`config.mk`:
```
export PLATFORM = sky130hd
export DESIGN_NAME = except_unit
export DESIGN_NICKNAME = d
export VERILOG_FILES = /design/src/rtl/except_unit_pkg.sv /design/src/rtl/except_prio.sv /design/src/rtl/except_unit.sv
export SDC_FILE = /design/constraint.sdc
export NUM_CORES = 1
export LEC_CHECK = 0
export ABC_CLOCK_PERIOD_IN_PS = 3000
export CAP_MARGIN = 5
export CORE_AREA = 4 4 118 120
export DETAILED_ROUTE_END_ITERATION = 10
export DIE_AREA = 0 0 122 124
export PLACE_DENSITY = 0.77
export RECOVER_POWER = 100
export SKIP_CTS_REPAIR_TIMING = 1
export SYNTH_ARGS = -nofsm -noshare
export SYNTH_HDL_FRONTEND = slang
export SYNTH_SLANG_ARGS = --single-unit
```
`constraint.sdc`:
```
create_clock -name clk -period 3 [get_ports clk]
set_input_delay 0.6 -clock clk [delete_from_list [all_inputs] [get_ports clk]]
set_output_delay 0.6 -clock clk [all_outputs]
set_load 0.01 [all_outputs]
```
`src/rtl/except_unit_pkg.sv`:
```
// Shared definitions for the MEM-stage precise-exception unit: exception codes,
// redirect vector, mem_flags bit positions and the interrupt-pending rule.
package except_unit_pkg;

    localparam logic [31:0] EXC_VECTOR = 32'hBFC00380;

    localparam logic [31:0] EXC_NONE = 32'h0;
    localparam logic [31:0] EXC_INT  = 32'h1;
    localparam logic [31:0] EXC_ADEL = 32'h4;
    localparam logic [31:0] EXC_ADES = 32'h5;
    localparam logic [31:0] EXC_SYS  = 32'h8;
    localparam logic [31:0] EXC_BP   = 32'h9;
    localparam logic [31:0] EXC_RI   = 32'ha;
    localparam logic [31:0] EXC_OV   = 32'hc;
    localparam logic [31:0] EXC_TR   = 32'hd;
    localparam logic [31:0] EXC_ERET = 32'he;

    localparam int F_ADEL_FETCH = 0;
    localparam int F_RI         = 1;
    localparam int F_OV         = 2;
    localparam int F_TRAP       = 3;
    localparam int F_SYSCALL    = 4;
    localparam int F_BRK        = 5;
    localparam int F_ADEL_DATA  = 6;
    localparam int F_ADES       = 7;
    localparam int F_ERET       = 8;

    localparam int MEM_STALL_IDX = 4;

    typedef enum logic {
        IDLE  = 1'b0,
        TAKEN = 1'b1
    } state_e;

    typedef enum logic [1:0] {
        BV_NONE = 2'd0,
        BV_PC   = 2'd1,
        BV_DATA = 2'd2
    } bv_sel_e;

    // IE set, EXL clear, and some enabled IP line raised (timer folds into IP7).
    function automatic logic int_pending(input logic [7:0] ip_raw, input logic timer,
                                         input logic [7:0] im, input logic ie,
                                         input logic exl);
        logic [7:0] ip;
        ip = {ip_raw[7] | timer, ip_raw[6:0]};
        return ie & ~exl & (|(ip & im));
    endfunction

endpackage

```
`src/rtl/except_prio.sv`:
```
// Fixed-priority exception encoder: interrupt first, then sync flags in the
// order fetch AdEL, RI, Ov, Tr, Sys, Bp, data AdEL, AdES, ERET.
module except_prio
    import except_unit_pkg::*;
(
    input  logic [8:0]  flags,
    input  logic        int_req,
    output logic [31:0] code,
    output bv_sel_e     bv_sel
);

    always_comb begin
        code   = EXC_NONE;
        bv_sel = BV_NONE;
        if (int_req) begin
            code = EXC_INT;
        end else if (flags[F_ADEL_FETCH]) begin
            code   = EXC_ADEL;
            bv_sel = BV_PC;
        end else if (flags[F_RI]) begin
            code = EXC_RI;
        end else if (flags[F_OV]) begin
            code = EXC_OV;
        end else if (flags[F_TRAP]) begin
            code = EXC_TR;
        end else if (flags[F_SYSCALL]) begin
            code = EXC_SYS;
        end else if (flags[F_BRK]) begin
            code = EXC_BP;
        end else if (flags[F_ADEL_DATA]) begin
            code   = EXC_ADEL;
            bv_sel = BV_DATA;
        end else if (flags[F_ADES]) begin
            code   = EXC_ADES;
            bv_sel = BV_DATA;
        end else if (flags[F_ERET]) begin
            code = EXC_ERET;
        end
    end

endmodule

```
`src/rtl/except_unit.sv`:
```
// MEM-stage commit unit: picks one exception per instruction, registers the
// CP0 bundle and issues a one-cycle flush with the redirect PC.
module except_unit
    import except_unit_pkg::*;
(
    input  logic        clk,
    input  logic        rst,
    input  logic [5:0]  stall,
    input  logic        mem_valid,
    input  logic [31:0] mem_pc,
    input  logic        mem_in_delayslot,
    input  logic [8:0]  mem_flags,
    input  logic [31:0] mem_bad_vaddr,
    input  logic [31:0] status_i,
    input  logic [31:0] cause_i,
    input  logic [31:0] epc_i,
    input  logic        timer_int_i,
    output logic [31:0] excepttype_o,
    output logic [31:0] pc_o,
    output logic [31:0] bad_vaddr_o,
    output logic        is_in_delayslot_o,
    output logic        flush_o,
    output logic [31:0] new_pc_o,
    output state_e      state
);

    logic        decode_en;
    logic        int_req;
    logic [8:0]  flags_gated;
    logic [31:0] code;
    bv_sel_e     bv_sel;
    logic [31:0] bv_next;
    logic        unused_bits;

    assign unused_bits = ^{stall[5], stall[3:0], status_i[31:16], status_i[7:2],
                           cause_i[31:16], cause_i[7:0]};

    // In TAKEN the MEM instruction is being flushed, so nothing is decoded.
    assign decode_en   = (state == IDLE) && mem_valid && !stall[MEM_STALL_IDX];
    assign int_req     = decode_en && int_pending(cause_i[15:8], timer_int_i,
                                                  status_i[15:8], status_i[0], status_i[1]);
    assign flags_gated = decode_en ? mem_flags : 9'd0;

    except_prio u_prio (
        .flags   (flags_gated),
        .int_req (int_req),
        .code    (code),
        .bv_sel  (bv_sel)
    );

    always_comb begin
        bv_next = 32'd0;
        case (bv_sel)
            BV_PC:   bv_next = mem_pc;
            BV_DATA: bv_next = mem_bad_vaddr;
            default: bv_next = 32'd0;
        endcase
    end

    always_ff @(posedge clk) begin
        if (rst) begin
            state             <= IDLE;
            excepttype_o      <= EXC_NONE;
            pc_o              <= 32'd0;
            bad_vaddr_o       <= 32'd0;
            is_in_delayslot_o <= 1'b0;
            flush_o           <= 1'b0;
            new_pc_o          <= 32'd0;
        end else begin
            excepttype_o      <= EXC_NONE;
            pc_o              <= 32'd0;
            bad_vaddr_o       <= 32'd0;
            is_in_delayslot_o <= 1'b0;
            flush_o           <= 1'b0;
            new_pc_o          <= 32'd0;
            case (state)
                IDLE: begin
                    if (code != EXC_NONE) begin
                        state             <= TAKEN;
                        excepttype_o      <= code;
                        pc_o              <= mem_pc;
                        bad_vaddr_o       <= bv_next;
                        is_in_delayslot_o <= mem_in_delayslot;
                        flush_o           <= 1'b1;
                        new_pc_o          <= (code == EXC_ERET) ? epc_i : EXC_VECTOR;
                    end
                end
                TAKEN: state <= IDLE;
                default: state <= IDLE;
            endcase
        end
    end

endmodule
```
==> results.toml, run 1 <==
[cells_and_area]
layout.nets = 743
n_antenna_cell = 0
final_cell_mix = "clkdlybuf4s50_1, dlygate4sd3_1, dfxtp_1, nor2_1, a22oi_1"
multi_input_area_mm2 = 0.00126
areaGrowthSynthToFinish_pct = 75.1
ff_latch_area_mm2 = 0.00204
final_common_cell = "clkdlybuf4s50_1"
drive_gt1_share_pct = 7.60
fillers = 1180

[worst_setup_path]
worstPathArrival_ns = 3.17
reg2reg_depth = 7
crit_required_ns = 3.28
reg2reg_setup_slack_ns = 0.75
cp_slowest_cell = "clkdlybuf4s50_1"
crit_buf_inv = 2
r2r_end = "pc_o[6]"
reg2reg_from = "flush_o"
slowest_delay_ns = 0.40
cp-start-kind = "input port"
crit_type = "input port to flop"
crit_chain = "clkdlybuf4s50_1 > a222oi_1 > nand3_1 > o21ai_2 > nand2_1 > or3_1 > ha_1 > a311o_2 > buf_12 > nor2_1"
worstSetupEndpointType = "flop"
startpoint = "cause_i[9]"
cp_top_family = "compound AO/OA/AOI/OAI gates"
cp_max_fo = 32

[placement]
port_buffers = 231
dpl.hpwl_mm = 8.99
place_ws_ns = -0.325
place.gp.congestion = 0.815

[floorplan]
die_y_um = 124
coreArea_mm2 = 0.0130
rows = 42
dieWidth_um = 122
pin_count = 311
die-area_mm2 = 0.0151
initial_core_util_pct = 27.7

[min_path]
hold_path.class = "flop to flop"
hold_path_end = "excepttype_o[0]"
worstHoldStart = "flush_o"
min_delay_path_depth = 2

[sta]
setup_ws_ns = 0.113
drv_slew = 0
finalHoldViolations = 0
fin_crit_sh_pct = 96.2
finClkSkew_ns = 0.00736
whs_ns = 0.710
fmax_mhz = 346
relSlewSlack_pct = 27.6
grt_setup_unrepaired = "false"
tightest_slew_ns = 1.08
setup_viol = 0
min_period_ns = 2.89

[route]
wl_per_cell_um = 15.8
wirelength_mm = 11.7
viasPerCell = 4.36
ant_nets = 0
drtPass1Iterations = 4
drtIter0Drc = 93
drc = 0
vias = 3237

[clocking]
cts_tree = "built"
cts-root-buf = "clkbuf_16"
path_clk_slew_ns = 0.07
htree_levels = 3
clockBufferDepth = 2
cts_made_buffers = 9
clock-sinks = 102
worstSkewPairLatency_ns = 0.34

[global_routing]
grt_max_degree = 38
first_global_vias = 3356
grt_pass1_wl_mm = 16.9
grt_antenna_before_repair = 0
grt_remaining_overflow = 0
grtUsageTotal_pct = 14.6

[synthesis]
postSynthAreaPerCell_um2 = 11.0
ys_seq_area_share_pct = 56.8
ys_ff_latch = 102
syn_area_mm2 = 0.00359
synthCells = 327
yosysWarnings = 0
yosysUniqueCellTypes = 40

[pwr]
ir_worst_vdd_mv = 0.272
leakage_nw = 2.61
powerDensity_mw_per_mm2 = 469

[run]
maxCapViolCount = 0

[status]
status = "finished clean"
[how the worst max path moves through the flow]
stage | end | slack, ns | cells after the start
finish | bad_vaddr_o[17] | 0.11 | 10
global route | bad_vaddr_o[30] | 0.02 | 10
CTS | bad_vaddr_o[17] | 0.05 | 10
detailed placement | bad_vaddr_o[17] | -0.32 | 10
global placement | bad_vaddr_o[16] | -0.21 | 10
floorplan | bad_vaddr_o[22] | 0.33 | 9
[cell usage after synthesis]
cell | instances | share of area (%)
nand3_2 | 1 | 0.28
dlygate4sd1_1 | 3 | 0.73
a311o_2 | 1 | 0.31
o31ai_1 | 1 | 0.21
and2b_4 | 1 | 0.28
buf_1 | 2 | 0.21
nand3b_2 | 1 | 0.31
buf_4 | 29 | 6.1
conb_1 | 1 | 0.10
clkbuf_1 | 8 | 0.84
or3_1 | 1 | 0.17
nand2_1 | 1 | 0.10
nand3_1 | 4 | 0.56
nand2b_1 | 1 | 0.17
or2b_2 | 1 | 0.24
and2b_2 | 1 | 0.24
a31oi_1 | 1 | 0.17
nor3b_4 | 1 | 0.52
dfxtp_1 | 102 | 57
buf_2 | 2 | 0.28
nor4b_1 | 20 | 4.9
buf_6 | 5 | 1.6
o211ai_2 | 1 | 0.35
a222oi_1 | 1 | 0.28
ha_1 | 2 | 0.70
nor2_1 | 30 | 3.1
nor2_2 | 9 | 1.6
and2_1 | 33 | 5.7
nor3_1 | 3 | 0.42
nor4_2 | 1 | 0.35
o211ai_1 | 1 | 0.21
a22oi_1 | 34 | 7.1
o21a_1 | 13 | 2.7
o21ai_2 | 2 | 0.49
nor3b_1 | 1 | 0.21
a31oi_4 | 1 | 0.59
or2_2 | 1 | 0.17
inv_1 | 2 | 0.21
nor2_4 | 1 | 0.31
a21oi_1 | 3 | 0.42
[metrics by stage]
stage / setup TNS (ns) / instances / area (µm²) / util (%) / total power [mW]
after floorplan: 0 / 354 / 3700 / - / 1.57
final: 0 / 742 / 6300 / 48.5 / 2.95
after global placement: -6.36 / 726 / 6040 / 46.5 / 1.82
after global routing: 0 / 742 / 6300 / 48.5 / 3.08
after detailed placement: -9.39 / 726 / 6040 / 46.5 / 1.82
after CTS: 0 / 742 / 6340 / 48.9 / 3.02
[sequential cells by signal (all words and copies together), names as in the netlist]
| name | count |
|---|---|
| flush_o | 1 |
| bad_vaddr_o | 32 |
| is_in_delayslot_o | 1 |
| new_pc_o | 32 |
| pc_o | 32 |
| excepttype_o | 4 |
[metal layers]
layer | part of all wire [%] | wire length, µm | GRT usage (%)
met5 | 0 | 0 | 0
met4 | 1.8 | 212 | 6.44
met1 | 35 | 4100 | 14.1
met3 | 10 | 1220 | 5.18
met2 | 53 | 6170 | 28.0
[cell families after synthesis]
| group | synth area share, % |
|---|---|
| buf+inv | 9.89 |
| flops | 56.8 |
| fa+ha+maj | 0.696 |
| simple gates | 19.7 |
| compound gates | 12.8 |
| other cells | 0.104 |
[report_power, final]
group          switching (mW)  total (mW)  internal [mW]
Combinational           0.142       0.377          0.235
Sequential            0.00798        1.39           1.39
Clock                   0.524        1.18          0.656
Total                   0.673        2.95           2.28
[tightest hold or removal path, stage by stage (launching register included)]
cell and delay (ns):
dfxtp_1 0.42, or2_2 0.20, a21oi_1 0.05
[final cells by class]
cell class / count / area share, %
inverter: 2 / 0.119
sequential: 102 / 32.4
tap: 176 / 3.50
clock inverter: 7 / 1.23
timing repair buffer: 245 / 39.1
multi-input combinational: 201 / 20.0
clock buffer: 9 / 3.58
Power figures use the tool's default switching activity.
==> inputs of run 2 (changes only) <==
--- a/config.mk
+++ b/config.mk
@@ -5,8 +5,6 @@
 export SDC_FILE = /design/constraint.sdc
 export NUM_CORES = 1
 export LEC_CHECK = 0
-export ABC_CLOCK_PERIOD_IN_PS = 3000
-export CAP_MARGIN = 5
 export CORE_AREA = 4 4 118 120
 export DETAILED_ROUTE_END_ITERATION = 10
 export DIE_AREA = 0 0 122 124
==> constraint.sdc (replaced) <==
create_clock -name clk -period 3 [get_ports clk]
set_input_delay 0.6 -clock clk [delete_from_list [all_inputs] [get_ports clk]]
set_output_delay 0.6 -clock clk [all_outputs]
set_load 0.02 [all_outputs]
==> results of run 2 <==
The final DEF is identical to that of run 1. Status: finished clean.
Among the figures that moved: total power 2.95 mW -> 2.99 mW; worst IR drop on VDD 0.272 mV -> 0.273 mV
